<file path="src/rtl/hmm_seq_gen.sv">
// HMM sequence generator: draws a hidden path and observation stream (3 states, 3 symbols)
// from cumulative threshold tables, using a 16-bit Galois LFSR as the random source.
module hmm_seq_gen #(
    parameter logic [15:0] SEED = 16'hACE1,
    parameter int          TW   = 9
) (
    input  logic          clk,
    input  logic          rst_n,
    input  logic          go,
    input  logic [2:0]    length,
    input  logic [15:0]   seed_in,
    input  logic          seed_we,
    input  logic [TW-1:0] cumC_0,
    input  logic [TW-1:0] cumC_1,
    input  logic [TW-1:0] cumA_0,
    input  logic [TW-1:0] cumA_1,
    input  logic [TW-1:0] cumA_2,
    input  logic [TW-1:0] cumA_3,
    input  logic [TW-1:0] cumA_4,
    input  logic [TW-1:0] cumA_5,
    input  logic [TW-1:0] cumB_0,
    input  logic [TW-1:0] cumB_1,
    input  logic [TW-1:0] cumB_2,
    input  logic [TW-1:0] cumB_3,
    input  logic [TW-1:0] cumB_4,
    input  logic [TW-1:0] cumB_5,
    output logic          start,
    output logic [2:0]    length_out,
    output logic [1:0]    obs_out,
    output logic          obs_valid,
    output logic [1:0]    state_0,
    output logic [1:0]    state_1,
    output logic [1:0]    state_2,
    output logic [1:0]    state_3,
    output logic [1:0]    state_4,
    output logic [1:0]    state_5,
    output logic [1:0]    state_6,
    output logic          busy,
    output logic          ready,
    output logic          done
);

    typedef enum logic [2:0] {IDLE, DRAW_S, DRAW_O, EMIT, GAP, FIN} fsm_t;

    fsm_t            state, state_nx;
    logic [15:0]     lfsr, lfsr_nx;
    logic [2:0]      t, len;
    logic [7:0][1:0] path;
    logic [1:0]      obs_sel, sel_s, sel_o;
    logic [TW-1:0]   r, tc0, tc1, ec0, ec1;

    function automatic logic [1:0] pick(input logic [TW-1:0] rv, input logic [TW-1:0] c0,
                                        input logic [TW-1:0] c1);
        if (rv < c0)      return 2'd0;
        else if (rv < c1) return 2'd1;
        else              return 2'd2;
    endfunction

    assign r       = TW'(lfsr[7:0]);
    assign lfsr_nx = {1'b0, lfsr[15:1]} ^ (lfsr[0] ? 16'hB400 : 16'h0000);

    // Threshold rows: initial-state row for t=0, otherwise the row of the previous state.
    always_comb begin
        tc0 = cumC_0;
        tc1 = cumC_1;
        if (t != 3'd0) begin
            case (path[t - 3'd1])
                2'd0:    begin tc0 = cumA_0; tc1 = cumA_1; end
                2'd1:    begin tc0 = cumA_2; tc1 = cumA_3; end
                default: begin tc0 = cumA_4; tc1 = cumA_5; end
            endcase
        end
        sel_s = pick(r, tc0, tc1);
        ec0 = cumB_4;
        ec1 = cumB_5;
        case (path[t])
            2'd0:    begin ec0 = cumB_0; ec1 = cumB_1; end
            2'd1:    begin ec0 = cumB_2; ec1 = cumB_3; end
            default: begin ec0 = cumB_4; ec1 = cumB_5; end
        endcase
        sel_o = pick(r, ec0, ec1);
    end

    always_comb begin
        state_nx = state;
        case (state)
            IDLE:    if (go && length != 3'd0) state_nx = DRAW_S;
            DRAW_S:  state_nx = DRAW_O;
            DRAW_O:  state_nx = EMIT;
            EMIT:    state_nx = (t == len - 3'd1) ? FIN : GAP;
            GAP:     state_nx = DRAW_S;
            FIN:     state_nx = IDLE;
            default: state_nx = IDLE;
        endcase
    end

    always_ff @(posedge clk) begin
        if (!rst_n) begin
            state     <= IDLE;
            lfsr      <= SEED;
            t         <= 3'd0;
            len       <= 3'd0;
            path      <= '0;
            obs_sel   <= 2'd0;
            obs_out   <= 2'd0;
            start     <= 1'b0;
            obs_valid <= 1'b0;
            done      <= 1'b0;
            busy      <= 1'b0;
            ready     <= 1'b1;
        end else begin
            state     <= state_nx;
            start     <= 1'b0;
            obs_valid <= 1'b0;
            done      <= 1'b0;
            busy      <= (state_nx != IDLE);
            ready     <= (state_nx == IDLE);
            case (state)
                IDLE: begin
                    // A seed load in the same cycle as go is seen by the first draw.
                    if (seed_we) lfsr <= (seed_in == 16'h0000) ? SEED : seed_in;
                    if (go && length != 3'd0) begin
                        len  <= length;
                        t    <= 3'd0;
                        path <= '0;
                    end
                end
                DRAW_S: begin
                    path[t] <= sel_s;
                    lfsr    <= lfsr_nx;
                end
                DRAW_O: begin
                    obs_sel <= sel_o;
                    lfsr    <= lfsr_nx;
                end
                EMIT: begin
                    obs_out   <= obs_sel;
                    start     <= (t == 3'd0);
                    obs_valid <= (t != 3'd0);
                end
                GAP:     t    <= t + 3'd1;
                FIN:     done <= 1'b1;
                default: ;
            endcase
        end
    end

    assign length_out = len;
    assign state_0    = path[0];
    assign state_1    = path[1];
    assign state_2    = path[2];
    assign state_3    = path[3];
    assign state_4    = path[4];
    assign state_5    = path[5];
    assign state_6    = path[6];

endmodule

</file>
<file path="config.mk">
export PLATFORM = sky130hd
export DESIGN_NAME = hmm_seq_gen
export DESIGN_NICKNAME = d
export VERILOG_FILES = /design/src/rtl/hmm_seq_gen.sv
export SDC_FILE = /design/constraint.sdc
export NUM_CORES = 1
export LEC_CHECK = 0
export CORE_ASPECT_RATIO = 0.75
export CORE_MARGIN = 8
export CORE_UTILIZATION = 44
export DETAILED_ROUTE_END_ITERATION = 6
export HOLD_SLACK_MARGIN = 0.03
export PLACE_DENSITY = 0.9
export SLEW_MARGIN = 20
export SYNTH_ARGS = -nofsm -noshare
export SYNTH_HDL_FRONTEND = slang
export SYNTH_SLANG_ARGS = --single-unit
</file>
<file path="constraint.sdc">
create_clock -name clk -period 4.9 [get_ports clk]
set_input_delay 0.735 -clock clk [delete_from_list [all_inputs] [get_ports clk]]
set_output_delay 0.735 -clock clk [all_outputs]
set_load 0.02 [all_outputs]
</file>
==> qor.log <==
qor: run_status.outcome finished clean
qor: synthesis.synth-warning-count 0
qor: detailed_routing.drt-wirelength-per-cell 18.4 um
qor: clock_network.cts_inserted_buffers 5
qor: run.timing.max_cap.violations 0
qor: timing.finalHoldViolCount 0
qor: detailed_routing.route.vias.total 4,446
qor: detailed_routing.drtPass1Iterations 6
qor: floorplanning.core 0.00905 sq mm
qor: clock_network.cts_hold_repair.buffers 0
qor: synthesis.post_synth_edffs 0
qor: power.ir_worst_vdd 0.157 mV
qor: synthesis.synth_seq_area_share 24.5%
qor: setup_path.critical_path_launch_point_type register
qor: global_routing.global_route_wire_length_before_repair 22.9 mm
qor: synthesis.synth-main-ff-cell sky130_fd_sc_hd__dfxtp_1
qor: setup_path.critPathCaptureType register
qor: synthesis.syn-num-nets 683
qor: clock_network.clock_tree_from_tritoncts done
qor: finish.layout.nets 825
qor: power.pwr_density_cell 255 mW/mm^2
qor: global_routing.grt_start_max_net_pins 33
qor: clock_network.post_cts_buffers 0
qor: detailed_routing.drcViolationCount 0
qor: place.hpwl 11.6 mm
qor: detailed_routing.drtAntennaViolNets 0
qor: setup_path.crit_type register to register
qor: floorplanning.die_area 0.0127 sq mm
qor: synthesis.netlist-cell-type-count 56
qor: setup_path.cp_data_arrival_time 4.21 ns
qor: finish.layout-drive-gt1-share 5.74%
qor: clock_network.clk_pin_slew_worst_paths 0.07 ns
qor: floorplanning.io-pin-count 173
qor: timing.skew 0.00683 ns
qor: floorplanning.start_util 45.2%
qor: floorplanning.rows 30
qor: place.gpl.final_weighted_congestion 0.897
qor: global_routing.grt_total_ovfl 0
qor: power.cellLeakagePower 2.45 nW
qor: detailed_routing.first_iter_violations 419
qor: floorplanning.floorplan.die.height 99.5 um
qor: clock_network.cts-root-to-sink-buffers 2
qor: finish.antenna_cells_inserted 0
qor: timing.grt_setup_unrepaired no
qor: synthesis.netlist_area_pre_place 0.00409 sq mm
qor: synthesis.synth_async_sr_flop_share 0%
qor: synthesis.register_bit_total_from_synthesis 50
qor: synthesis.synthDominantCellAreaShare 24.5%
qor: global_routing.vias_in_the_first_global_route 4,682
qor: finish.n_fill_cell 722
qor: timing.timing.final.max_slew_violations 0
qor: timing.period_needed 4.01 ns
qor: hold_path.min_path_type register to register
qor: synthesis.ys_top_cells_by_area sky130_fd_sc_hd__dfxtp_1 24%, sky130_fd_sc_hd__ha_1 9.8%, sky130_fd_sc_hd__mux2i_1 9.6%, sky130_fd_sc_hd__a21oi_1 6.6%, sky130_fd_sc_hd__nor2_1 5.5%
qor: timing.final_period_utilization 81.8%
qor: synthesis.synthDominantAreaCellType sky130_fd_sc_hd__dfxtp_1
qor: place.port_buffers 172
qor: global_routing.global_route.usage.total 21.9%
qor: clock_network.cts_root_buffer sky130_fd_sc_hd__clkbuf_16
qor: clock_network.cts_max_level 2
qor: timing.worst_slew_pin_slew 1.05 ns
qor: synthesis.syn_area_per_cell 8.14 sq um
qor: floorplanning.die_x_extent 127 um
qor: timing.max_freq 249 MHz
qor: clock_network.cts.repair.resized 0
qor: clock_network.worst_skew_pair.late_latency 0.29 ns
qor: synthesis.synthesized_instance_count 502
qor: setup_path.critical_path_peak_fanout 18
qor: timing.setup_violations 0
qor: finish.synthToLayoutAreaGrowth 46.4%
qor: setup_path.crit_required 5.10 ns
qor: clock_network.cts.sink_count 50
qor: power.p_total 1.53 mW
qor: timing.final.setup.tns 0 ns
qor: detailed_routing.drt-vias-per-instance 5.75
qor: detailed_routing.routed_wirelength 14.3 mm
qor: timing.maxSlewHeadroom 29.0%
qor: global_routing.grt_antenna_before_repair 0
==> kinds of logic (layout without fill, tap and decap cells) <==
logic type      count (synthesis)  in the layout  share of synthesized area, %
compound gates                158            158                          26.1
xor+xnor                       10             10                          2.14
fa+ha+maj                      32             32                          9.80
buf+inv                        57            200                          7.38
flops                          50             50                          24.5
mux                            45             45                          12.4
simple gates                  150            150                          17.7
==> sequential cells by signal, summed over array words and instances, names as in the netlist, 3 cells and up <==
register / cells
lfsr: 16
state: 3
length_out: 3
t: 3
==> cell usage after synthesis, types with 2 or more instances <==
library cell and count:
sky130_fd_sc_hd__nand3b_1 3, sky130_fd_sc_hd__dfxtp_1 50, sky130_fd_sc_hd__nor2_1 60, sky130_fd_sc_hd__o21ai_0 18, sky130_fd_sc_hd__clkbuf_1 15, sky130_fd_sc_hd__mux4_2 4, sky130_fd_sc_hd__buf_2 9, sky130_fd_sc_hd__nand3_1 24
sky130_fd_sc_hd__o211ai_1 5, sky130_fd_sc_hd__a21o_1 7, sky130_fd_sc_hd__nand4_1 2, sky130_fd_sc_hd__a211oi_1 20, sky130_fd_sc_hd__mux2i_1 39, sky130_fd_sc_hd__nor2b_1 8, sky130_fd_sc_hd__o22ai_1 7, sky130_fd_sc_hd__xor2_1 5
sky130_fd_sc_hd__a22oi_1 3, sky130_fd_sc_hd__o21a_1 4, sky130_fd_sc_hd__o31ai_1 12, sky130_fd_sc_hd__nand2b_1 8, sky130_fd_sc_hd__and3_1 2, sky130_fd_sc_hd__nor4_1 4, sky130_fd_sc_hd__nand2_1 26, sky130_fd_sc_hd__a221oi_1 2
sky130_fd_sc_hd__buf_1 4, sky130_fd_sc_hd__xnor2_1 5, sky130_fd_sc_hd__a222oi_1 7, sky130_fd_sc_hd__inv_1 10, sky130_fd_sc_hd__o31ai_2 8, sky130_fd_sc_hd__and2_1 3, sky130_fd_sc_hd__nor3_1 2, sky130_fd_sc_hd__a21oi_1 54
sky130_fd_sc_hd__nor4b_1 2, sky130_fd_sc_hd__buf_4 16, sky130_fd_sc_hd__ha_1 32, sky130_fd_sc_hd__buf_6 2
==> path summary, 6_finish.rpt <==
path | from | endpoint | slack, ns | cells after the start
worst max register to register | t[2]$_SDFFE_PN0P_ | state_2[0]$_SDFFE_PN0P_ | 0.89 | 13
worst max-delay path | t[2]$_SDFFE_PN0P_ | state_2[0]$_SDFFE_PN0P_ | 0.89 | 13
worst min-delay path | obs_out[0]$_SDFFE_PN0N_ | obs_out[0]$_SDFFE_PN0N_ | 0.46 | 2
worst min register to register | obs_out[0]$_SDFFE_PN0N_ | obs_out[0]$_SDFFE_PN0N_ | 0.46 | 2
==> power breakdown <==
part           internal (mW)  switching [mW]  leakage, nW  total, mW
registers              0.454          0.0733        0.408      0.527
clock network          0.245           0.163       0.0819      0.407
logic                  0.297           0.294         1.96      0.592
==> cells in the final DEF (no fill, tap or decap), types with 10 or more instances in the layout <==
| master | Yosys | layout |
|---|---|---|
| sky130_fd_sc_hd__clkdlybuf4s50_1 | 0 | 172 |
| sky130_fd_sc_hd__nand2_1 | 26 | 26 |
| sky130_fd_sc_hd__nor2_1 | 60 | 60 |
| sky130_fd_sc_hd__o21ai_0 | 18 | 18 |
| sky130_fd_sc_hd__dfxtp_1 | 50 | 50 |
| sky130_fd_sc_hd__ha_1 | 32 | 32 |
| sky130_fd_sc_hd__mux2i_1 | 39 | 38 |
| sky130_fd_sc_hd__o31ai_1 | 12 | 12 |
| sky130_fd_sc_hd__a211oi_1 | 20 | 19 |
| sky130_fd_sc_hd__a21oi_1 | 54 | 54 |
| sky130_fd_sc_hd__inv_1 | 10 | 10 |
| sky130_fd_sc_hd__nand3_1 | 24 | 24 |
| sky130_fd_sc_hd__buf_4 | 16 | 10 |
==> worst max-delay path: stages (launching register included) <==
cell	delay, ns
sky130_fd_sc_hd__dfxtp_1	0.80
sky130_fd_sc_hd__xor2_1	0.46
sky130_fd_sc_hd__mux2i_2	0.26
sky130_fd_sc_hd__buf_4	0.32
sky130_fd_sc_hd__mux2i_1	0.13
sky130_fd_sc_hd__a211oi_1	0.26
sky130_fd_sc_hd__a21oi_1	0.07
sky130_fd_sc_hd__ha_1	0.29
sky130_fd_sc_hd__and3_1	0.20
sky130_fd_sc_hd__o21a_1	0.10
sky130_fd_sc_hd__o31ai_1	0.19
sky130_fd_sc_hd__o211ai_1	0.16
sky130_fd_sc_hd__and2_1	0.33
sky130_fd_sc_hd__o31ai_2	0.30
==> stage by stage <==
step / utilization [%] / cells / worst slack (ns) / area, sq um / hold WS [ns]
3_3_place_gp: 64.2 / 765 / 1.14 / 5810 / 0.444
4_1_cts: 66.1 / 773 / 0.913 / 5980 / 0.463
5_1_grt: 66.1 / 773 / 0.527 / 5980 / 0.491
2_1_floorplan: - / 502 / 0.897 / 4090 / 0.444
3_5_place_dp: 64.2 / 765 / 0.938 / 5810 / 0.453
6_report: 66.1 / 773 / 0.890 / 5980 / 0.460
==> area by class of cell <==
cell class	instances	area, sq um	area share, %
inverter	10	37.5	0.628
tap	128	160	2.68
sequential	50	1000	16.7
clock inverter	3	48.8	0.816
clock buffer	5	125	2.09
multi-input combinational	395	2810	47.0
timing repair buffer	182	1800	30.0
==> routing by layer <==
layer | track usage [%] | up-vias | routed length, um
li1 | - | 2143 | -
met1 | 25.3 | 2042 | 5760
met2 | 38.4 | 233 | 6900
met3 | 6.09 | 28 | 1280
met4 | 7.29 | 0 | 324
met5 | 0 | - | 0
Note: power is estimated with default switching activity, not from simulation.
